## config.mk

```make
export PLATFORM = sky130hd
export DESIGN_NAME = hazard_unit
export DESIGN_NICKNAME = d
export VERILOG_FILES = /design/src/rtl/hazard_unit_pkg.sv /design/src/rtl/hazard_stage_reg.sv /design/src/rtl/hazard_unit.sv
export SDC_FILE = /design/constraint.sdc
export NUM_CORES = 1
export LEC_CHECK = 0
export ABC_AREA = 1
export BUFFER_PORTS_ARGS = -buffer_cell sky130_fd_sc_hd__buf_2
export CORE_UTILIZATION = 54
export CTS_CLUSTER_DIAMETER = 40
export DETAILED_ROUTE_END_ITERATION = 8
export PLACE_DENSITY_LB_ADDON = 0.2
export SLEW_MARGIN = 10
export SYNTH_ARGS = -nofsm -noshare
export SYNTH_HDL_FRONTEND = slang
export SYNTH_HIERARCHICAL = 1
export SYNTH_SLANG_ARGS = --single-unit
```

## constraint.sdc

```tcl
create_clock -name clk -period 1.75 [get_ports clk]
set_input_delay 0.4375 -clock clk [delete_from_list [all_inputs] [get_ports clk]]
set_output_delay 0.4375 -clock clk [all_outputs]
set_load 0.02 [all_outputs]
```

## src/rtl/hazard_unit_pkg.sv

```systemverilog
`default_nettype none
// ============================================================================
//  Module      : hazard_unit_pkg
//  Description : Shared Tuse/Tnew encodings and forward-select codes for the
//                hazard unit and its tracker stages.
//  Revision    : 1.0 - initial release
// ============================================================================
package hazard_unit_pkg;

    localparam logic [3:0] T_USE_AT_D        = 4'd0;
    localparam logic [3:0] T_USE_AT_E        = 4'd1;
    localparam logic [3:0] T_USE_AT_M        = 4'd2;
    localparam logic [3:0] T_USE_NEVER_READ  = 4'hF;

    localparam logic [3:0] T_NEW_NO_NEW      = 4'd0;
    localparam logic [3:0] T_NEW_AT_ID_EX    = 4'd1;
    localparam logic [3:0] T_NEW_AT_EX_MEM   = 4'd2;
    localparam logic [3:0] T_NEW_AT_MEM_WB   = 4'd3;

    typedef enum logic [1:0] {
        FWD_NONE = 2'd0,
        FWD_E    = 2'd1,
        FWD_M    = 2'd2,
        FWD_W    = 2'd3
    } fwd_sel_e;

endpackage : hazard_unit_pkg
`default_nettype wire

```

## src/rtl/hazard_stage_reg.sv

```systemverilog
`default_nettype none
// ============================================================================
//  Module      : hazard_stage_reg
//  Description : One pipeline tracker stage holding {RegWAddr, Tnew, Rs, Rt}
//                with bubble insertion and saturating Tnew countdown.
//  Revision    : 1.0 - initial release
// ============================================================================
module hazard_stage_reg #(
    parameter int TW = 4,
    parameter int AW = 5
) (
    input  logic          clk,
    input  logic          reset,
    input  logic          i_bubble,
    input  logic [AW-1:0] i_waddr,
    input  logic [TW-1:0] i_tnew,
    input  logic [AW-1:0] i_rs,
    input  logic [AW-1:0] i_rt,
    output logic [AW-1:0] o_waddr,
    output logic [TW-1:0] o_tnew,
    output logic [AW-1:0] o_rs,
    output logic [AW-1:0] o_rt
);

    logic [AW-1:0] r_waddr_q, w_waddr_d;
    logic [TW-1:0] r_tnew_q,  w_tnew_d;
    logic [AW-1:0] r_rs_q,    w_rs_d;
    logic [AW-1:0] r_rt_q,    w_rt_d;

    always_comb begin
        w_waddr_d = i_waddr;
        w_rs_d    = i_rs;
        w_rt_d    = i_rt;
        // Countdown saturates at zero: a ready result stays ready downstream.
        w_tnew_d  = (i_tnew == '0) ? '0 : i_tnew - 1'b1;
        if (i_bubble) begin
            w_waddr_d = '0;
            w_rs_d    = '0;
            w_rt_d    = '0;
            w_tnew_d  = '0;
        end
    end

    always_ff @(posedge clk or posedge reset) begin
        if (reset) begin
            r_waddr_q <= '0;
            r_tnew_q  <= '0;
            r_rs_q    <= '0;
            r_rt_q    <= '0;
        end else begin
            r_waddr_q <= w_waddr_d;
            r_tnew_q  <= w_tnew_d;
            r_rs_q    <= w_rs_d;
            r_rt_q    <= w_rt_d;
        end
    end

    assign o_waddr = r_waddr_q;
    assign o_tnew  = r_tnew_q;
    assign o_rs    = r_rs_q;
    assign o_rt    = r_rt_q;

endmodule : hazard_stage_reg
`default_nettype wire

```

## src/rtl/hazard_unit.sv

```systemverilog
`default_nettype none
// ============================================================================
//  Module      : hazard_unit
//  Description : Tuse/Tnew hazard unit for a 5-stage pipeline: tracks in-flight
//                producers in E/M/W and drives stall and forward selects.
//  Revision    : 1.0 - initial release
// ============================================================================
module hazard_unit
    import hazard_unit_pkg::*;
#(
    parameter int TW = 4,
    parameter int AW = 5
) (
    input  logic          clk,
    input  logic          reset,
    input  logic [AW-1:0] HU_i_RsD,
    input  logic [AW-1:0] HU_i_RtD,
    input  logic [TW-1:0] HU_i_TuseRs,
    input  logic [TW-1:0] HU_i_TuseRt,
    input  logic [TW-1:0] HU_i_TnewD,
    input  logic [AW-1:0] HU_i_RegWAddrD,
    output logic          HU_o_Stall,
    output logic [1:0]    HU_o_FwdRsD,
    output logic [1:0]    HU_o_FwdRtD,
    output logic [1:0]    HU_o_FwdRsE,
    output logic [1:0]    HU_o_FwdRtE,
    output logic [1:0]    HU_o_FwdRtM
);

    logic [AW-1:0] w_e_waddr, w_m_waddr, w_w_waddr;
    logic [TW-1:0] w_e_tnew,  w_m_tnew,  w_w_tnew;
    logic [AW-1:0] w_e_rs,    w_m_rs,    w_w_rs;
    logic [AW-1:0] w_e_rt,    w_m_rt,    w_w_rt;
    logic [AW-1:0] w_d_waddr;
    logic          w_unused;

    // A non-writing instruction must never look like a producer of its RegWAddr.
    assign w_d_waddr = (HU_i_TnewD == '0) ? '0 : HU_i_RegWAddrD;

    hazard_stage_reg #(.TW(TW), .AW(AW)) u_stage_e (
        .clk      (clk),
        .reset    (reset),
        .i_bubble (HU_o_Stall),
        .i_waddr  (w_d_waddr),
        .i_tnew   (HU_i_TnewD),
        .i_rs     (HU_i_RsD),
        .i_rt     (HU_i_RtD),
        .o_waddr  (w_e_waddr),
        .o_tnew   (w_e_tnew),
        .o_rs     (w_e_rs),
        .o_rt     (w_e_rt)
    );

    hazard_stage_reg #(.TW(TW), .AW(AW)) u_stage_m (
        .clk      (clk),
        .reset    (reset),
        .i_bubble (1'b0),
        .i_waddr  (w_e_waddr),
        .i_tnew   (w_e_tnew),
        .i_rs     (w_e_rs),
        .i_rt     (w_e_rt),
        .o_waddr  (w_m_waddr),
        .o_tnew   (w_m_tnew),
        .o_rs     (w_m_rs),
        .o_rt     (w_m_rt)
    );

    hazard_stage_reg #(.TW(TW), .AW(AW)) u_stage_w (
        .clk      (clk),
        .reset    (reset),
        .i_bubble (1'b0),
        .i_waddr  (w_m_waddr),
        .i_tnew   (w_m_tnew),
        .i_rs     (w_m_rs),
        .i_rt     (w_m_rt),
        .o_waddr  (w_w_waddr),
        .o_tnew   (w_w_tnew),
        .o_rs     (w_w_rs),
        .o_rt     (w_w_rt)
    );

    assign w_unused = ^{w_m_rs, w_w_rs, w_w_rt};

    function automatic logic hit(input logic [AW-1:0] src, input logic [AW-1:0] addr);
        return (src != '0) && (src == addr);
    endfunction

    // Only the nearest matching stage decides; farther copies are stale.
    function automatic logic need_stall(input logic [AW-1:0] src, input logic [TW-1:0] tuse);
        if (tuse == T_USE_NEVER_READ) return 1'b0;
        if (hit(src, w_e_waddr))      return w_e_tnew > tuse;
        if (hit(src, w_m_waddr))      return w_m_tnew > tuse;
        if (hit(src, w_w_waddr))      return w_w_tnew > tuse;
        return 1'b0;
    endfunction

    function automatic logic [1:0] fwd_d(input logic [AW-1:0] src);
        if (hit(src, w_e_waddr)) return (w_e_tnew == '0) ? FWD_E : FWD_NONE;
        if (hit(src, w_m_waddr)) return (w_m_tnew == '0) ? FWD_M : FWD_NONE;
        return FWD_NONE;
    endfunction

    function automatic logic [1:0] fwd_e(input logic [AW-1:0] src);
        if (hit(src, w_m_waddr)) return (w_m_tnew == '0) ? FWD_M : FWD_NONE;
        if (hit(src, w_w_waddr)) return (w_w_tnew == '0) ? FWD_W : FWD_NONE;
        return FWD_NONE;
    endfunction

    always_comb begin
        HU_o_Stall  = need_stall(HU_i_RsD, HU_i_TuseRs) | need_stall(HU_i_RtD, HU_i_TuseRt);
        HU_o_FwdRsD = fwd_d(HU_i_RsD);
        HU_o_FwdRtD = fwd_d(HU_i_RtD);
        HU_o_FwdRsE = fwd_e(w_e_rs);
        HU_o_FwdRtE = fwd_e(w_e_rt);
        HU_o_FwdRtM = (hit(w_m_rt, w_w_waddr) && (w_w_tnew == '0)) ? FWD_W : FWD_NONE;
    end

endmodule : hazard_unit
`default_nettype wire

```

==> metrics.md <==
| Metric | Value |
|---|---|
| Vias/cell | 5.13 |
| Max Clock Freq | approximately 0.43 GHz |
| Cell-internal power | 0.00224 W |
| Worst r2r src | u_stage_e/o_tnew[1]$_DFF_PP0_ |
| Mapped Area | 3350 um^2 |
| Final worst slack | -0.598 ns |
| CTS sink cnt | 42 |
| CTS tree | done |
| Initial DRC Count | 211 |
| Grt ovf | 0 |
| Setup crit start | u_stage_w/o_tnew[3]$_DFF_PP0_ |
| Final hold vios | 0 |
| Worst R2R End | u_stage_e/o_rt[3]$_DFF_PP0_ |
| First-pass GRT wire length | 14500 um |
| Nets | 651 |
| GPL Wtd Cong | just over 0.9 |
| Crit path kind | register to output pin |
| CP endpoint kind | output pin |
| CTS buffer count | 5 |
| Most common cell after layout, fill and taps aside | nand2_1 |
| Power Total | 0.00370 W |
| Reg power frac | 0.352 |
| Avg Cell Area, Syn | 6.79 um^2 |
| Crit path arrival time | 1.91 ns |
| Max VDD drop | 585 uV |
| Setup-failing EPs final | 30 |
| Max-Cap Viols | 0 |
| Clock Skew | around 0.0079 ns |
| Period minus WS final | 2.35 ns |
| Horiz. Die Dim | about 81 um |
| RSZ-0062 raised after global routing | yes |
| Status | finished with violations |
| Worst hold path type | input port to asynchronous set/reset pin |
| Cell Area, Placed | 3950 um^2 |
| Die Span Y | between 80 and 90 um |
| Final ANT Viol Nets | 0 |
| Die area | ~6500 um^2 |
| Ant diodes | 0 |
| Htree depth | 2 |
| CP dominant cell by count | nand2_1 |
| NetSw | 0.00146 W |
| Min Hold Slack | roughly 0.088 ns |
| Slew HR | 0.572 |
| Reg2Reg Setup Slack | -0.59 ns |
| Clk network pwr share | 0.175 |
| Initial Util | 0.562 |
| Failing checks | negative setup slack |
| Longest Clk Path Bufs | 2 |
| DR DRC count | 0 |
| Max Slew Vio Count | 0 |
| Worst path max stage delay | 0.47 ns |
| Crit-path max FO | 3 |
| Worst-path clk slew | 0.09 ns |
| CP Launch Type | register |
| R2R cell count | 14 |
| Total wire length | 9770 um |
| Area grow syn2layout | 41.0% |
| Yosys warns | 6 |
| Sw frac | 0.395 |
| Placed Instances | around 640 |
| Vias | 3427 |
| Core Area | 5960 um^2 |
| I/O pin total | 40 |
| Share of cells above drive strength 1 | 0.347 |
| Critical path required time | 1.31 ns |
| CTS root buffer | clkbuf_8 |
| CP Capture Point | HU_o_Stall |
| Crit path cell chain | ha_4, nand2_1, nor2_1, nor2_1, nand2_1, nor2_1, nand3_1, nand2_1, nand2_1, nand2_2, buf_6 |
| Tightest Pin Transition | approximately 0.64 ns |
| Vias in the first global route | roughly 3200 |
| Clk Latency, worst-skew pair | roughly 0.31 ns |
| Most frequent cells in the layout | nand2_1, inv_1, nor2_1 |
| Leak | 2.51 nW |
| Initial antenna violation count | 0 |
| Fin crit share | 1.34 |
| Synthesized netlist cell count | approximately 490 |
| Final Non-Filler Cells | 668 |
| Port Buffers | 39 |
| Gr usage total | 0.300 |
| Post-CTS Hold Fix Bufs | 0 |
| Cell row count | 28 |
| HPWL Detailed | 6620 um |
| Avg WL per Cell | 14.6 um |
| Power per cell area | slightly below 800 nW/um^2 |
| Pre-Repair DR Iteration Count | 6 |
| Post-Layout Inst Area | 4720 um^2 |
| Pin count of the biggest net entering global routing | 20 |
| Slowest cell on crit path | dfrtp_2 |
| Comb pwr share | 0.473 |
[power groups by stage]
stage / clock (W) / combinational [W] / sequential, W
floorplan: 0 / 0.000830 / 0.00123
global placement: 0 / 0.00118 / 0.00127
detailed placement: 0 / 0.00122 / 0.00128
CTS: 0.000656 / 0.00148 / 0.00127
global route: 0.000693 / 0.00193 / 0.00131
finish: 0.000646 / 0.00175 / 0.00130
[critical path, delay by kind of cell (launching register included)]
kind / cells / cell delay, ns
simple gates: 9 / 0.75
flops: 1 / 0.47
fa+ha+maj: 1 / 0.26
buf+inv: 1 / 0.12
[worst min-delay path by stage]
stage / start / end / slack [ns] / depth (start not counted)
detailed placement: reset / u_stage_w/o_tnew[3]$_DFF_PP0_ / 0.43 / 2
finish: reset / u_stage_w/o_waddr[3]$_DFF_PP0_ / 0.09 / 2
CTS: reset / u_stage_w/o_waddr[3]$_DFF_PP0_ / 0.1 / 2
floorplan: reset / u_stage_w/o_tnew[0]$_DFF_PP0_ / 0.27 / 1
global placement: reset / u_stage_w/o_tnew[1]$_DFF_PP0_ / 0.42 / 2
global route: reset / u_stage_w/o_waddr[3]$_DFF_PP0_ / 0.12 / 2
[per-layer routing]
metal / routed length (um) / track usage / up-vias
li1: - / - / 1688
met2: 4980 / 0.509 / 104
met1: 4150 / 0.386 / 1618
met5: 0 / 0 / -
met3: 461 / 0.0409 / 17
met4: 182 / 0.111 / 0
[what timing repair did]
item	CTS	global route
pin swaps	14	15
setup buffers	10	7
resized for setup	59	66
gates cloned	1	0
endpoints found under the setup margin	30	30
[sequential cells by signal (all words and copies together), names as in the netlist]
name	flops
u_stage_e/o_rs	5
u_stage_e/o_rt	5
u_stage_e/o_waddr	5
u_stage_m/o_rt	5
u_stage_m/o_waddr	5
u_stage_w/o_waddr	5
u_stage_e/o_tnew	4
u_stage_m/o_tnew	4
u_stage_w/o_tnew	4
[stage by stage]
stage | worst slack [ns] | setup TNS, ns | utilization
after floorplan | -0.0381 | -0.126 | -
after global placement | -0.380 | -5.65 | 0.664
after detailed placement | -0.401 | -6.34 | 0.664
after CTS | -0.511 | -8.43 | 0.737
after global routing | -0.635 | -16.20 | 0.792
final | -0.598 | -15.44 | 0.792
[final cells by class]
type | count | area [um^2]
multi-input cells | 337 | 2220
fillers | 409 | 1240
flip-flops and latches | 42 | 1060
repair buffers | 101 | 837
inverters | 105 | 412
well taps | 75 | 93.8
clock buffers | 5 | 68.8
clock inverters | 3 | 21.3
(Power assumes the default switching activity.)
